### src/rtl/prog_run_pkg.sv
// Shared types and defaults for the program run controller.
package prog_run_pkg;

    localparam int unsigned DefIw       = 9;
    localparam int unsigned DefPcw      = 10;
    localparam int unsigned DefNumProgs = 4;
    localparam int unsigned DefCcw      = 16;

    typedef enum logic [2:0] {
        StIdle,
        StArmed,
        StRun,
        StDone,
        StFault
    } run_state_t;

    // All-ones halt/NOP encoding for an instruction of width iw (iw <= 64).
    function automatic logic [63:0] nop_inst(input int unsigned iw);
        logic [63:0] v;
        v = '0;
        for (int unsigned i = 0; i < 64; i++) begin
            if (i < iw) begin
                v[i] = 1'b1;
            end
        end
        return v;
    endfunction

endpackage

### src/rtl/sat_counter.sv
// Up-counter that sticks at all-ones instead of wrapping; clear has priority.
module sat_counter #(
    parameter int unsigned W = 16
) (
    input  logic         clk_i,
    input  logic         rst_i,
    input  logic         clr_i,
    input  logic         en_i,
    output logic [W-1:0] q_o
);

    logic [W-1:0] q_q, q_d;

    always_comb begin
        q_d = q_q;
        if (clr_i) begin
            q_d = '0;
        end else if (en_i && (q_q != '1)) begin
            q_d = q_q + W'(1);
        end
    end

    always_ff @(posedge clk_i or posedge rst_i) begin
        if (rst_i) begin
            q_q <= '0;
        end else begin
            q_q <= q_d;
        end
    end

    assign q_o = q_q;

endmodule

### src/rtl/prog_run_ctrl.sv
// Run controller: arms on Start, launches the selected program on Start's falling edge,
// squashes fetches outside RUN, counts RUN cycles and ends on halt decode or watchdog.
module prog_run_ctrl
    import prog_run_pkg::*;
#(
    parameter int unsigned IW        = DefIw,
    parameter int unsigned PCW       = DefPcw,
    parameter int unsigned NUM_PROGS = DefNumProgs,
    parameter int unsigned SELW      = (NUM_PROGS > 1) ? $clog2(NUM_PROGS) : 1,
    parameter int unsigned CCW       = DefCcw,
    parameter int unsigned TIMEOUT   = 0
) (
    input  logic                     clk_i,
    input  logic                     rst_i,
    input  logic                     start_i,
    input  logic [SELW-1:0]          prog_sel_i,
    input  logic [NUM_PROGS*PCW-1:0] prog_base_i,
    input  logic [IW-1:0]            inst_i,
    input  logic                     ctrl_ack_i,
    output logic [IW-1:0]            active_inst_o,
    output logic                     run_en_o,
    output logic                     pc_load_o,
    output logic [PCW-1:0]           pc_load_addr_o,
    output logic                     ack_o,
    output logic                     timeout_o,
    output logic [CCW-1:0]           cycle_count_o,
    output logic [CCW-1:0]           last_cycles_o
);

    localparam logic [IW-1:0] NopInst = IW'(nop_inst(IW));
    localparam int unsigned   WdLast  = TIMEOUT - 1;

    run_state_t     state_q, state_d;
    logic [CCW-1:0] last_q, last_d;
    logic [CCW-1:0] cnt;
    logic [CCW-1:0] cnt_inc_sat;
    logic           cnt_clr;
    logic           cnt_en;
    logic           wd_hit;
    logic [PCW-1:0] sel_base;

    // Out-of-range selects fall back to entry 0.
    always_comb begin
        sel_base = prog_base_i[0 +: PCW];
        for (int unsigned k = 0; k < NUM_PROGS; k++) begin
            if (32'(prog_sel_i) == k) begin
                sel_base = prog_base_i[k*PCW +: PCW];
            end
        end
    end

    assign cnt_inc_sat = (cnt == '1) ? cnt : cnt + CCW'(1);
    assign wd_hit      = (TIMEOUT != 0) && (32'(cnt) == WdLast);
    assign cnt_en      = (state_q == StRun);

    sat_counter #(
        .W(CCW)
    ) u_cycle_cnt (
        .clk_i(clk_i),
        .rst_i(rst_i),
        .clr_i(cnt_clr),
        .en_i (cnt_en),
        .q_o  (cnt)
    );

    always_comb begin
        state_d = state_q;
        last_d  = last_q;
        cnt_clr = 1'b0;
        unique case (state_q)
            StIdle: begin
                if (start_i) state_d = StArmed;
            end
            StArmed: begin
                if (!start_i) begin
                    state_d = StRun;
                    cnt_clr = 1'b1;
                end
            end
            StRun: begin
                // Abort beats halt, halt beats watchdog.
                if (start_i) begin
                    state_d = StArmed;
                end else if (ctrl_ack_i) begin
                    state_d = StDone;
                    last_d  = cnt_inc_sat;
                end else if (wd_hit) begin
                    state_d = StFault;
                    last_d  = CCW'(TIMEOUT);
                end
            end
            StDone, StFault: begin
                if (start_i) state_d = StArmed;
            end
            default: state_d = StIdle;
        endcase
    end

    always_ff @(posedge clk_i or posedge rst_i) begin
        if (rst_i) begin
            state_q <= StIdle;
            last_q  <= '0;
        end else begin
            state_q <= state_d;
            last_q  <= last_d;
        end
    end

    assign run_en_o       = (state_q == StRun);
    assign active_inst_o  = run_en_o ? inst_i : NopInst;
    assign pc_load_o      = (state_q == StArmed);
    assign pc_load_addr_o = pc_load_o ? sel_base : prog_base_i[0 +: PCW];
    assign ack_o          = (state_q == StDone) || (state_q == StFault);
    assign timeout_o      = (state_q == StFault);
    assign cycle_count_o  = cnt;
    assign last_cycles_o  = last_q;

endmodule

### config.mk
export PLATFORM = sky130hd
export DESIGN_NAME = prog_run_ctrl
export DESIGN_NICKNAME = d
export VERILOG_FILES = /design/src/rtl/prog_run_pkg.sv /design/src/rtl/sat_counter.sv /design/src/rtl/prog_run_ctrl.sv
export SDC_FILE = /design/constraint.sdc
export NUM_CORES = 1
export LEC_CHECK = 0
export ABC_AREA = 1
export CORE_MARGIN = 3
export CORE_UTILIZATION = 45
export CTS_CLUSTER_SIZE = 28
export DETAILED_ROUTE_END_ITERATION = 10
export PLACE_DENSITY = 0.94
export REMOVE_ABC_BUFFERS = 1
export SYNTH_ARGS = -nofsm -noshare
export SYNTH_HDL_FRONTEND = slang
export SYNTH_SLANG_ARGS = --single-unit
### constraint.sdc
create_clock -name clk_i -period 5.4 [get_ports clk_i]
set_clock_uncertainty 0.1 [all_clocks]
set_input_delay 0.54 -clock clk_i [delete_from_list [all_inputs] [get_ports clk_i]]
set_output_delay 0.54 -clock clk_i [all_outputs]
set_load 0.005 [all_outputs]
==> results.md <==
* Path category of the worst min-delay check: flop to flop
* Number of global-route vias before repair at 2,738
* Dominant cell type by area after synthesis: sky130_fd_sc_hd__dfrtp_1
* Utilization of the core after routing at 0.707
* TritonCTS Buffers at 5
* WS Path Type: input pin to output port
* Routability congestion estimate at 0.906
* Number of different library cells in the post-synthesis netlist at 28
* Final clock period utilization by the worst path at 0.604
* Outcome: completed
* Minimum setup slack after placement at 2.14 ns
* Die outline height at 79.2 um
* Number of standard cells after synthesis at 371
* Number of cells after detailed placement at 537
* Final HPWL from detailed placement at 5.86 mm
* Worst rel slew slack at 0.309
* Number of buffers inserted for hold repair after clock tree synthesis at 0
* Primary flip-flop cell chosen by synthesis mapping: sky130_fd_sc_hd__dfrtp_1
* Critical Path End Type: output port
* Port Buffers at 108
* Filler cell count in the final layout at 421
* Post-synth EDFFs at 0
* Number of antenna-violating nets in the routed design at 0
* Inserted Diodes at 0
* Violation count after the first detailed-route iteration at 152
* Most repeated cell in the gate-level netlist after synthesis: sky130_fd_sc_hd__nand2_1
* Total number of placement rows at 26
* Slew at the pin closest to its max-slew limit at 1.03 ns
* Worst-Skew Late Latency at 0.29 ns
* Effective utilization at floorplan at 0.469
* Total global routing track utilization at 0.254
* Total of flip-flops plus latches after synthesis at 34
* Main area contributors after synthesis: sky130_fd_sc_hd__dfrtp_1 (35%), sky130_fd_sc_hd__nand2_1 (22%), sky130_fd_sc_hd__nor2_1 (7.0%), sky130_fd_sc_hd__inv_1 (6.1%), sky130_fd_sc_hd__o21ai_0 (4.4%)
* Router iterations before antenna repair at 4
* Per-cell via count in the routed design at 5.01
* H-tree levels at 2
* Cell types with the highest counts after synthesis: sky130_fd_sc_hd__nand2_1 (143), sky130_fd_sc_hd__nor2_1 (45), sky130_fd_sc_hd__inv_1 (39), sky130_fd_sc_hd__dfrtp_1 (34), sky130_fd_sc_hd__o21ai_0 (21)
* Average wire per standard cell at 13.9 um
* Fmax at 307 MHz
* Fraction of registers with async set/reset at 1.00
* CTS sink count at 34
* Critical path launch point type: input pin
* Overall power consumption at 1.15 mW
* RSZ-0062 raised after global routing: no
* Setup slack after layout at 2.14 ns
* Setup violators final at 0
* Power per Cell Area at 317 mW/mm2
* Nets@finish at 534
* Pin count of the biggest net entering global routing at 35
* Number of standard cells in the layout, taps in and fillers out at 545
* Root Buffer Master: sky130_fd_sc_hd__clkbuf_8
* Die ar. at 0.00627 mm2
* Overall overflow remaining after global route at 0
* Post-route DRC at 0
* Post-route minimum period at 3.26 ns
* Static leakage power at 1.83 nW
* Final max-slew violation count at 0
* Area added between synthesis and finish at 50.8%
* Arrival time at the worst endpoint at 2.62 ns
* Setup_tns at 0 ns
* Max Cap Viol at 0
* Setup repair bufs after CTS at 0
* Syn. warnings at 0
* Maximum ir drop on the vdd rail at 214 uV
* Proportion of layout cells with a drive suffix above 1 at 0.0716
* Yosys top cell area share at 0.353
* Wire length of the first global-routing pass at 12.7 mm
* Netlist area before placement at 0.00241 mm2
* DR vias at 2,728
* Clock tree from TritonCTS: yes
* Area of the placeable core at 0.00514 mm2
* Sequential cell area fraction in the yosys report at 0.353
* Horizontal die dimension at 79.2 um
* Initial antenna violation count at 0
* Avg Synthesized Cell Area at 6.49 um2
* Max clock buf depth at 2
* Crit-path max FO at 11
* CTS clock-pin slew for the worst setup and hold paths at 0.07 ns
* Sum of routed wire length over all layers at 7.57 mm
* Ports at 110
* Total of cells resized after clock tree synthesis at 0
* Final count of hold timing violations at 0
* Data required time of the critical path at 4.76 ns
-- state kept, by name, summed over array words and instances (netlist names) --
register / count
state_q: 2
u_cycle_cnt.q_o: 16
last_cycles_o: 16
-- worst max-delay path, stage by stage --
cell and delay (ns):
sky130_fd_sc_hd__clkdlybuf4s50_1 0.50, sky130_fd_sc_hd__inv_1 0.05, sky130_fd_sc_hd__nand2_1 0.27, sky130_fd_sc_hd__clkinv_1 0.35, sky130_fd_sc_hd__nand2_1 0.15, sky130_fd_sc_hd__nand3_1 0.09, sky130_fd_sc_hd__nand2_1 0.09, sky130_fd_sc_hd__o21ai_0 0.10
sky130_fd_sc_hd__clkdlybuf4s50_1 0.48
-- cells in the final DEF, fill, tap and decap left out, drive strengths merged, types with 10 or more instances in the layout --
master / instances
clkdlybuf4s50: 108
or2: 15
nand2: 146
o21ai: 21
nand3: 19
o211ai: 10
inv: 40
nor2: 50
dfrtp: 34
-- through the flow --
| stage | hold WS (ns) | cell area (um2) |
|---|---|---|
| after global routing | 0.416 | 3630 |
| after global placement | 0.364 | 3520 |
| after floorplan | 0.372 | 2350 |
| final | 0.389 | 3630 |
| after CTS | 0.387 | 3630 |
| after detailed placement | 0.366 | 3520 |
-- area by class of cell --
class | instances | area (um2) | area share
clock buffer | 5 | 68.8 | 0.0189
tap | 70 | 87.6 | 0.0241
sequential | 34 | 851 | 0.234
inverter | 41 | 154 | 0.0424
timing repair buffer | 109 | 1090 | 0.300
clock inverter | 3 | 40.0 | 0.0110
multi-input combinational | 283 | 1340 | 0.370
-- power breakdown --
part | switching, mW | internal, mW | leakage (nW) | total [mW]
clock network | 0.0946 | 0.136 | 0.0579 | 0.230
logic | 0.264 | 0.315 | 1.31 | 0.579
registers | 0.0380 | 0.303 | 0.455 | 0.341
total | 0.397 | 0.753 | 1.83 | 1.15
-- per-layer routing --
layer  part of all wire  track usage
met1               0.41        0.300
met2               0.51        0.469
met3              0.059       0.0442
met4              0.019       0.0739
met5                  0            0
-- cells by family after synthesis --
logic type                 count (synthesis)  share of synthesized area
and+or+nand+nor                          237                      0.425
DFF                                       34                      0.353
xor gates and xnor gates                   7                     0.0255
AOI/OAI and AO/OA                         33                     0.0795
buffers and inverters                     54                     0.0893
other                                      1                    0.00156
adders and majority gates                  5                     0.0260
-- path summary, 6_finish.rpt --
check | start | to | slack [ns] | cells past startpoint
worst min-delay path | last_cycles_o[6] | last_cycles_o[6] | 0.39 | 2
worst min register to register | last_cycles_o[6] | last_cycles_o[6] | 0.39 | 2
worst max register to register | state_q[1] | u_cycle_cnt.q_o[9] | 2.73 | 7
min in group asynchronous | rst_i | last_cycles_o[15] | 0.55 | 3
max in group asynchronous | rst_i | last_cycles_o[4] | 4.33 | 3
worst max-delay path | prog_sel_i[0] | pc_load_addr_o[3] | 2.14 | 9
No activity file was read; power rests on OpenSTA's default activity.
